`src/rtl/bcd_countdown_if.sv`:
```
// rtl/bcd_countdown_if.sv - control/status bundle for the BCD countdown timer
//
// Purpose: groups the control inputs and status outputs of bcd_countdown so
// the timer and its driver share one typed connection.
//
// Signals (widths for DIGITS digits, packed least-significant digit first):
//   load        1           load preset, highest priority
//   load_value  4*DIGITS    BCD preset
//   start       1           begin or resume counting
//   pause       1           stop counting, hold value
//   tick        1           decrement request, level sampled
//   value       4*DIGITS    current BCD count (registered)
//   running     1           counter is in RUN
//   zero        1           value equals zero
//   done        1           one-cycle expiry pulse
//
// Modports: master drives the controls (timer owner), slave is the timer.

interface bcd_countdown_if #(
    parameter int DIGITS = 2
);
    logic                  load;
    logic [4*DIGITS-1:0]   load_value;
    logic                  start;
    logic                  pause;
    logic                  tick;
    logic [4*DIGITS-1:0]   value;
    logic                  running;
    logic                  zero;
    logic                  done;

    modport master (
        output load,
        output load_value,
        output start,
        output pause,
        output tick,
        input  value,
        input  running,
        input  zero,
        input  done
    );

    modport slave (
        input  load,
        input  load_value,
        input  start,
        input  pause,
        input  tick,
        output value,
        output running,
        output zero,
        output done
    );
endinterface

```
`src/rtl/bcd_countdown.sv`:
```
// rtl/bcd_countdown.sv - multi-digit BCD down-counter with load, start/pause and expiry pulse
//
// Purpose: voting-session countdown timer. A BCD preset is loaded, the count
// drops by one per tick while running, and a single-cycle done pulse marks
// the step that reaches zero. Once expired the counter sits at zero until it
// is reloaded or reset.
//
// Ports:
//   clock   in   system clock, rising edge
//   reset   in   asynchronous, active-high reset
//   bus     slave modport of bcd_countdown_if:
//           load/load_value/start/pause/tick in, value/running/zero/done out

module bcd_countdown #(
    parameter int DIGITS = 2
) (
    input  logic           clock,
    input  logic           reset,
    bcd_countdown_if.slave bus
);

    localparam int W = 4 * DIGITS;

    typedef enum logic [1:0] {
        ST_IDLE    = 2'd0,
        ST_RUN     = 2'd1,
        ST_EXPIRED = 2'd2
    } state_t;

    state_t         state_q, state_d;
    logic [W-1:0]   value_q, value_d;
    logic           done_q,  done_d;

    logic [W-1:0]   load_clean;
    logic [W-1:0]   value_dec;
    logic           value_is_zero;
    logic           dec_is_zero;

    // Preset sanitizing: a non-decimal nibble would break the borrow rule,
    // so it is clamped to the largest legal digit.
    always_comb begin
        load_clean = '0;
        for (int i = 0; i < DIGITS; i++) begin
            if (bus.load_value[4*i +: 4] > 4'd9) begin
                load_clean[4*i +: 4] = 4'd9;
            end else begin
                load_clean[4*i +: 4] = bus.load_value[4*i +: 4];
            end
        end
    end

    // Ripple-borrow BCD decrement. The tick is the borrow into the least
    // significant digit; a digit at 0 that receives a borrow wraps to 9 and
    // passes the borrow upward. The whole chain settles in one cycle.
    always_comb begin
        logic borrow;
        logic [3:0] digit;
        value_dec = '0;
        borrow    = bus.tick;
        for (int i = 0; i < DIGITS; i++) begin
            digit = value_q[4*i +: 4];
            if (borrow) begin
                if (digit == 4'd0) begin
                    value_dec[4*i +: 4] = 4'd9;
                    borrow              = 1'b1;
                end else begin
                    value_dec[4*i +: 4] = digit - 4'd1;
                    borrow              = 1'b0;
                end
            end else begin
                value_dec[4*i +: 4] = digit;
            end
        end
    end

    assign value_is_zero = (value_q == '0);
    assign dec_is_zero   = (value_dec == '0);

    // Next-state logic. Load overrides everything; within RUN, pause
    // overrides tick. RUN is never entered with a zero count, so the
    // decrement can never underflow.
    always_comb begin
        state_d = state_q;
        value_d = value_q;
        done_d  = 1'b0;

        if (bus.load) begin
            value_d = load_clean;
            state_d = ST_IDLE;
        end else begin
            unique case (state_q)
                ST_IDLE: begin
                    if (bus.start && !value_is_zero) begin
                        state_d = ST_RUN;
                    end
                end
                ST_RUN: begin
                    if (bus.pause) begin
                        state_d = ST_IDLE;
                    end else if (bus.tick) begin
                        value_d = value_dec;
                        if (dec_is_zero) begin
                            state_d = ST_EXPIRED;
                            done_d  = 1'b1;
                        end
                    end
                end
                ST_EXPIRED: begin
                    state_d = ST_EXPIRED;
                end
                default: begin
                    state_d = ST_IDLE;
                end
            endcase
        end
    end

    always_ff @(posedge clock or posedge reset) begin
        if (reset) begin
            state_q <= ST_IDLE;
            value_q <= '0;
            done_q  <= 1'b0;
        end else begin
            state_q <= state_d;
            value_q <= value_d;
            done_q  <= done_d;
        end
    end

    assign bus.value   = value_q;
    assign bus.running = (state_q == ST_RUN);
    assign bus.zero    = value_is_zero;
    assign bus.done    = done_q;

endmodule

```
`src/flat_wrapper.sv`:
```
// flat-port wrapper written by rule: the top's interface ports become plain ports
module bcd_countdown_flat 
#(
    parameter int DIGITS = 2
)
  (clock, reset, bus_load, bus_load_value, bus_start, bus_pause, bus_tick, bus_value, bus_running, bus_zero, bus_done);
  bcd_countdown_if #(.DIGITS(DIGITS)) bus_i ();
  input  logic clock;
  input  logic reset;
  input wire logic [$bits(bus_i.load)-1:0] bus_load;
  input wire logic [$bits(bus_i.load_value)-1:0] bus_load_value;
  input wire logic [$bits(bus_i.start)-1:0] bus_start;
  input wire logic [$bits(bus_i.pause)-1:0] bus_pause;
  input wire logic [$bits(bus_i.tick)-1:0] bus_tick;
  output wire logic [$bits(bus_i.value)-1:0] bus_value;
  output wire logic [$bits(bus_i.running)-1:0] bus_running;
  output wire logic [$bits(bus_i.zero)-1:0] bus_zero;
  output wire logic [$bits(bus_i.done)-1:0] bus_done;
  assign bus_i.load = bus_load;
  assign bus_i.load_value = bus_load_value;
  assign bus_i.start = bus_start;
  assign bus_i.pause = bus_pause;
  assign bus_i.tick = bus_tick;
  assign bus_value = bus_i.value;
  assign bus_running = bus_i.running;
  assign bus_zero = bus_i.zero;
  assign bus_done = bus_i.done;
  bcd_countdown #(.DIGITS(DIGITS)) u_core (.clock(clock), .reset(reset), .bus(bus_i));
endmodule
```
`config.mk`:
```
export PLATFORM = sky130hd
export DESIGN_NAME = bcd_countdown_flat
export DESIGN_NICKNAME = d
export VERILOG_FILES = /design/src/rtl/bcd_countdown_if.sv /design/src/rtl/bcd_countdown.sv /design/src/flat_wrapper.sv
export SDC_FILE = /design/constraint.sdc
export NUM_CORES = 1
export LEC_CHECK = 0
export CAP_MARGIN = 30
export CORE_ASPECT_RATIO = 0.75
export CORE_MARGIN = 2
export CORE_UTILIZATION = 40
export CTS_CLUSTER_SIZE = 14
export DETAILED_ROUTE_END_ITERATION = 12
export GPL_ROUTABILITY_DRIVEN = 0
export MAX_ROUTING_LAYER = met4
export PLACE_DENSITY = 0.73
export SYNTH_ARGS = -nofsm -noshare
export SYNTH_HDL_FRONTEND = slang
export SYNTH_SLANG_ARGS = --single-unit
```
`constraint.sdc`:
```
create_clock -name clock -period 2 [get_ports clock]
set_clock_uncertainty 0.15 [all_clocks]
set_input_delay 0.5 -clock clock [delete_from_list [all_inputs] [get_ports clock]]
set_output_delay 0.5 -clock clock [all_outputs]
set_load 0.01 [all_outputs]
```
After elaboration in Yosys (flattened, before gate mapping)
Cells that the tools add are included.
{"block": "totals", "regBits": 11, "out_inout_bits": 11, "elab_cells": 47}
{"block": "classes", "add_sub_neg": 2, "order_cmp": 2, "n_eq_ne": 6, "n_mux": 23, "reduce_logical": 11}
{"op": "8-bit 2-to-1 mux", "n": 4}
{"op": "4-bit 2-to-1 mux", "n": 6}
{"op": "8-bit zero test", "n": 2}
{"op": "2-bit 2-to-1 mux", "n": 5}
{"op": "4-bit > comparator, second input constant", "n": 2}
{"op": "4-bit zero test", "n": 2}
{"op": "4-bit by 1-bit subtractor with 4-bit output, second input constant", "n": 2}
{"op": "1-bit 2-to-1 mux", "n": 7}
{"op": "2-bit case mux with 3 select lines", "n": 1}
{"op": "3-bit AND reduction", "n": 2}
{"op": "4-bit by 3-bit != test with 1-bit output, second input constant", "n": 1}
{"op": "4-bit != test, second input constant", "n": 1}
{"op": "2-bit nonzero test", "n": 2}
{"op": "3-bit by 2-bit != test with 1-bit output, second input constant", "n": 1}
{"op": "2-bit by 1-bit == test with 1-bit output, second input constant", "n": 1}
{"op": "2-bit == test, second input constant", "n": 1}
{"op": "2-bit zero test", "n": 1}
{"op": "2-bit != test, second input constant", "n": 1}
{"op": "1-bit logical AND", "n": 1}
{"op": "1-bit zero test", "n": 1}

Logic depth before layout (Yosys ltp)
Gate-level depths: netlist of the first run.
{"block": "depth", "depth_word": 10, "mapped_depth": 4, "depth_no_buf": 3}

Worst setup path after synthesis of the first run
No wires, ideal clock.
{"block": "synth_path", "path_kind": "reg-to-output", "from": "reg u_core.value_q[3], in the netlist u_core.bus.value[3]", "to": "out bus_zero", "arrival_time_ps": 1242, "path_slack_ps": 108, "stages_incl_launch_ff": 3, "n_path_buf": 0, "cell_sequence": "dfrtp_1 -> nor4_1 -> and3_2"}
{"block": "synth_between", "elab_chain_cells": 1}
{"item": "start: declaration", "line_no": "bcd_countdown.sv:31", "rtl": "logic [W-1:0] value_q, value_d;"}
{"item": "start signal: assignment", "line_no": "bcd_countdown.sv:125", "rtl": "value_q <= value_d;"}
{"item": "8-bit zero test", "line_no": "bcd_countdown.sv:76", "rtl": "assign value_is_zero = (value_q == '0);"}
{"item": "end: declaration", "line_no": "flat_wrapper.sv:17", "rtl": "output wire logic [$bits(bus_i.zero)-1:0] bus_zero;"}
Every way passes these cells.

Worst setup path after layout of the first run
{"block": "layout_path", "from": "reg u_core.value_q[2], in the netlist u_core.bus.value[2]", "to": "out bus_zero"}
Same word-level chain as after synthesis.

==> results of run 1 <==
[power groups by stage]
stage	Combinational (mW)	Clock, mW	Sequential, mW
final	0.233	0.152	0.251
after global routing	0.253	0.166	0.254
after CTS	0.234	0.157	0.251
after detailed placement	0.225	0	0.255
after global placement	0.221	0	0.254
after floorplan	0.0743	0	0.275
[layer usage]
layer	vias to the layer above	part of all wire, %	GRT usage [%]
li1	388	-	-
met1	373	44	27.4
met2	31	49	41.8
met3	4	6.9	7.84
met4	0	0.78	5.92
met5	-	0	-
[registers in the layout, summed over array words and instances, names as in the netlist]
| name | cells |
|---|---|
| u_core.state_q | 2 |
| u_core.bus.value | 8 |
| u_core.bus.done | 1 |
[layout by cell type (no fill, tap or decap), drive strengths merged, types with 2 or more instances in the layout]
cell           Yosys  routed
o21a               2       2
nor3b              2       2
or4                2       2
o31ai              2       2
nor2               6       6
dfrtp             11      11
o21ai              5       5
nand3              3       3
nand4              2       2
clkdlybuf4s50      0      18
dlymetal6s2s       0       5
and3               2       2
nor2b              4       4
a21oi              2       2
buf                2      22
inv                3       3
a31oi              3       3
clkbuf             0       4
nor3               2       2
nand3b             2       2
[cell type report]
class	instances	share of cell area, %
Timing Repair Buffer	45	35.6
Multi-Input combinational cell	58	35.1
Sequential cell	11	23.8
Clock buffer	4	2.27
Tap cell	21	2.27
Inverter	3	0.974
[per-stage QoR]
stage	setup TNS (ps)	area [sq um]	setup slack [ps]	hold slack (ps)	std cells
after floorplan	0	692	108	202	74
after global placement	-355	1080	-220	408	135
after detailed placement	-445	1080	-236	407	135
after CTS	-38.6	1140	-38.6	394	142
after global routing	-141	1160	-141	407	142
final	-56.4	1160	-56.4	374	142
[cell families after synthesis]
| logic type | Yosys count |
|---|---|
| flip-flops | 11 |
| AO/OA/AOI/OAI | 22 |
| XOR/XNOR | 1 |
| AND/OR/NAND/NOR | 34 |
| multiplexers | 1 |
| buffers and inverters | 5 |
[worst max-delay path, delay by kind of cell (launching register included)]
family	cells	cell delay, ps
buffers and inverters	2	260
flip-flops	1	390
AND/OR/NAND/NOR	2	480
[worst min-delay path by stage]
stage                                            to                          start  slack [ps]  cells past startpoint
floorplan                 u_core.bus.done$_DFF_PP0_                          reset         200                      1
detailed placement    u_core.state_q[1]$_DFFE_PP0P_  u_core.state_q[1]$_DFFE_PP0P_         410                      1
global placement      u_core.state_q[1]$_DFFE_PP0P_  u_core.state_q[1]$_DFFE_PP0P_         410                      1
global route        u_core.bus.value[7]$_DFFE_PP0P_                          reset         410                      2
finish              u_core.bus.value[6]$_DFFE_PP0P_                          reset         370                      2
CTS                 u_core.bus.value[5]$_DFFE_PP0P_                          reset         390                      2
[timing repair]
action,4_1_cts,5_1_grt
hold buffers,0,0
endpoints found under the setup margin,2,6
endpoints found under the hold margin,0,0
setup buffers,3,0
pin swaps,1,0
gates resized for setup,7,5
==> flow_metrics.tcl, run 1 <==
set metrics [dict create \
    reg2reg_depth 4 \
    port_buffers 24 \
    ys_warn_count 0 \
    slew_headroom_pct 71.2 \
    min_period_ps 2060 \
    r2r_end "u_core.bus.value[7]$_DFFE_PP0P_" \
    power_switching_mw 0.191 \
    required_ps 1350 \
    setup_violations 1 \
    outcome "complete, but fails checks" \
    start_util_pct 44.7 \
    end_kind "output pin" \
    ir_drop_uv 403 \
    synthesis.area_sq_um 692 \
    clk_pin_slew_worst_paths_ps 70 \
    fillCellCount 127 \
    arrival_ps 1410 \
    synthArstFlopShare_pct 100 \
    critical_path_class "reg -> out" \
    diodes 0 \
    critPathSlowestCell "dfrtp_1" \
    synth_xor_area_share_pct 1.27 \
    rsz0062_at_grt "true" \
    violations "negative setup slack" \
    postSynthCellCount 74 \
    pwr-share-comb_pct 36.6 \
    cts_buffer_depth 2 \
    die_area_sq_um 2080 \
    p_int_mw 0.445 \
    finalCritPeriodShare_pct 103 \
    p_sw_share_pct 30.0 \
    seq_area_frac_synth_pct 39.8 \
    synth_commonest_cells "dfrtp_1, nor2_1, o21ai_0, nor2b_1" \
    r2r-start "u_core.bus.value[3]$_DFFE_PP0P_" \
    areaGrowthSynthToFinish_pct 67.1 \
    synthFlopType "dfrtp_1" \
    antenna_found_initial 0 \
    nNetsFinal 136 \
    dp_hpwl_um 1510 \
    synthSimpleGateAreaFrac_pct 31.8 \
    synth-edff-count 0 \
    wl_um 2050 \
    crit_path_end "bus_zero" \
    wire_per_inst_um 14.4 \
    muxShareOfSynthArea_pct 1.45 \
    gr-total-overflow 0 \
    synth.most_common_cell "dfrtp_1" \
    cap_violations 0 \
    hold_violations 0 \
    vias 796 \
    drt_iter0_markers 24 \
    worst_pin_slew_ps 432 \
    synth_top_area_share_pct 39.8 \
    cts_tree "done" \
    via_per_inst 5.61 \
    synth_top_family_by_area "simple AND/OR/NAND/NOR gates" \
    p_seq_share_pct 39.5 \
    rows 12 \
    ys_ff_latch 11 \
    die_h_um 40.0 \
    yosysUniqueCellTypes 38 \
    first_pass_iters 4 \
    grt_pass1_vias 765 \
    seq_area_sq_um 275 \
    post-route-util_pct 74.8 \
    fp.dieW_um 52.0 \
    critPathMaxFanout 2 \
    max_freq_ghz 0.486 \
    cp-start-kind "flip-flop" \
    synth_top_area_cell "dfrtp_1" \
    clock_sinks 11 \
    r2r_setup_slack_ps 320 \
    fin_ws_ps -56.4 \
    ys_top_cells_by_area "dfrtp_1, nor2b_1, o21ai_0, nor2_1, a31oi_1" \
    p_total_mw 0.636 \
    core_sq_um 1550 \
    cp_cell_sequence "nor4_2 > buf_4 > and3_4 > buf_6" \
    final_layout_size_suffix_gt1_share_pct 24.0 \
    synth_compound_gate_area_share_pct 22.6 \
    h-tree-depth 1 \
    yosys.area_share.adder_pct 0 \
    drc_errors 0 \
    clock_latency_ps 270 \
    max_stage_delay_ps 390 \
    synth.avg_cell_area_sq_um 9.35 \
    cts_made_buffers 3 \
    p_leak_nw 0.541 \
    p_clk_share_pct 23.9 \
    pin_count 25 \
    slew_violations 0 \
    ant_nets 0 \
    multiInputGateArea_sq_um 405 \
    cts-root-buf "clkbuf_4" \
    p_per_area_nw_per_um2 550 \
    grt_pass1_wl_um 3350 \
    grt_max_degree 12 \
    hold_path.class "in -> async" \
    syn_nets 88 \
    track_usage_pct 24.0 \
    crit_start "u_core.bus.value[2]$_DFFE_PP0P_" \
]
Note: power is estimated with default switching activity, not from simulation.
==> run 2: changes to the inputs <==
Settings changed: ABC_AREA set to 1, PLACE_DENSITY 0.73 to 0.7.
==> run 2 against run 1 <==
The run now ends clean. Highest routed layer unchanged. Combinational power grew 40%. Sequential cell count unchanged. Via count rose by 21%. Largest cell class is now multi-input gates. Non-clock buffer count increased by 1. Fmax is 6.4% higher. Die area is 16% higher.
==> flow_metrics.tcl, run 2 <==
set metrics [dict create \
    synth_top_area_cell "dfrtp_1" \
    synthFlopType "dfrtp_1" \
    dp.cells 186 \
    synth-edff-count 0 \
    drt_iter0_markers 33 \
    syn_nets 134 \
    areaGrowthSynthToFinish_pct 54.1 \
    hold_path.class "in -> async" \
    postSynthCellCount 120 \
    first_pass_iters 4 \
    ant_nets 0 \
    min_period_ps 1930 \
    outcome "finished clean" \
    port_buffers 24 \
    ys_ff_latch 11 \
    wl_um 2330 \
    arrival_ps 1280 \
    h-tree-depth 1 \
    via_per_inst 5.07 \
    vias 964 \
    pin_count 25 \
    mostFrequentLayoutCell "nand2_1" \
    wire_per_inst_um 12.3 \
    nNetsFinal 181 \
    cts_tree "done" \
    die_area_sq_um 2420 \
    final_cells 190 \
    synth.most_common_cell "nand2_1" \
    yosysUniqueCellTypes 23 \
    synthesis.area_sq_um 817 \
    drc_errors 0 \
    dp_hpwl_um 1820 \
    rows 14 \
    ir_drop_uv 403 \
    r2r-start "u_core.bus.value[0]$_DFFE_PP0P_" \
    p_total_mw 0.749 \
    layout_common_cells "nand2_1, buf_4, clkdlybuf4s50_1, nor2_1, inv_1" \
    grt_pass1_vias 888 \
    finalCritPeriodShare_pct 96.7 \
    hold_violations 0 \
    synth.avg_cell_area_sq_um 6.81 \
    die_h_um 43.1 \
    post-route-util_pct 64.2 \
    rsz0062_at_grt "false" \
    max_freq_ghz 0.517 \
    cap_violations 0 \
    diodes 0 \
    p_per_area_nw_per_um2 595 \
    required_ps 1350 \
    ys_top_cells_by_area "dfrtp_1, nand2_1, nand3_1, nor2_1, inv_1" \
    critical_path_class "reg -> out" \
    pre_cts_ws_ps -125 \
    cp-start-kind "flip-flop" \
    end_kind "output pin" \
    fp.dieW_um 56.2 \
    clk_pin_slew_worst_paths_ps 70 \
    gr-total-overflow 0 \
    cts_made_buffers 3 \
    ys_warn_count 0 \
    critPathMaxFanout 3 \
    grt_pass1_wl_um 3810 \
    setup_violations 0 \
    slew_violations 0 \
    seq_area_frac_synth_pct 33.7 \
    grt_max_degree 12 \
    p_leak_nw 0.645 \
    worst_pin_slew_ps 462 \
    max_stage_delay_ps 520 \
    cts_buffer_depth 2 \
    start_util_pct 41.6 \
    synth_top_area_share_pct 33.7 \
    critPathSlowestCell "clkdlybuf4s50_1" \
    cp_cell_sequence "buf_4 > clkdlybuf4s50_1" \
    clock_sinks 11 \
    core_sq_um 1960 \
    crit_start "u_core.bus.value[7]$_DFFE_PP0P_" \
    synth_commonest_cells "nand2_1, nor2_1, inv_1, nand3_1, dfrtp_1" \
    largest_register_ffs 8 \
    fin_ws_ps 66.9 \
    cts-root-buf "clkbuf_4" \
    slew_headroom_pct 69.1 \
    track_usage_pct 21.6 \
    final_layout_size_suffix_gt1_share_pct 26.5 \
    synthArstFlopShare_pct 100 \
    antenna_found_initial 0 \
    clock_latency_ps 270 \
]
## run 2: changes by cell type in the layout (fill, tap and decap cells not counted), moves of 4 or more
cell           delta
inv_2             +5
nand3_2           +4
dlygate4sd2_1     +4
inv_1            +10
nor2_1            +8
nand3_1           +8
nor2b_1           -4
nand2_1          +28
## run 2: logic make-up after synthesis
group | Yosys count | share of synthesized area [%]
buffers and inverters | 22 | 11.3
AND/OR/NAND/NOR | 70 | 41.2
flip-flops | 11 | 33.7
AO/OA/AOI/OAI | 17 | 13.8
## run 2: worst paths after layout
| path | depth (start not counted) | to | slack [ps] |
|---|---|---|---|
| max | 2 | bus_value[7] | 70 |
| min | 2 | u_core.state_q[1]$_DFFE_PP0P_ | 380 |
| max reg2reg | 10 | u_core.state_q[1]$_DFFE_PP0P_ | 390 |
| min reg2reg | 3 | u_core.state_q[0]$_DFFE_PP0P_ | 400 |
| max in group asynchronous | 2 | u_core.bus.value[4]$_DFFE_PP0P_ | 1010 |
| min in group clock | 3 | u_core.state_q[0]$_DFFE_PP0P_ | 400 |
## run 2: final cells by class
cell class,count,area (sq um)
fill,187,703
tap,24,30.0
sequential,11,275
timing repair buffer,46,403
clock buffer,4,26.3
multi-input combinational,87,457
inverter,18,67.6
## run 2: metrics by stage
step | cell area (sq um) | hold slack, ps | setup TNS [ps]
global route | 1260 | 437 | 0
detailed placement | 1230 | 389 | -337
floorplan | 817 | 202 | 0
global placement | 1230 | 373 | -185
CTS | 1250 | 391 | 0
finish | 1260 | 381 | 0
## run 2: power by group
part | total [mW] | switching (mW) | leakage (nW) | internal (mW)
combinational | 0.326 | 0.167 | 0.494 | 0.159
clock | 0.158 | 0.0809 | 0.0150 | 0.0773
sequential | 0.265 | 0.0190 | 0.136 | 0.246
## run 2: what timing repair did
action / CTS / global route
pin swaps: 0 / 0
gates cloned: 0 / 0
buffers inserted: 0 / 0
gates resized for setup: 6 / 6
hold buffers: 0 / 0
setup endpoints to repair: 5 / 4
## run 2: worst max-delay path, delay by kind of cell (launching register included)
family   cells  cell delay [ps]
flops        1              360
buf+inv      2              650
## run 2: routing by layer
metal | vias to the layer above | GRT usage, % | share of wire (%)
met4 | 0 | 5.71 | 0.73
met2 | 29 | 37.2 | 51
met3 | 2 | 5.79 | 5.6
li1 | 488 | - | -
met1 | 445 | 25.2 | 42
met5 | - | - | 0
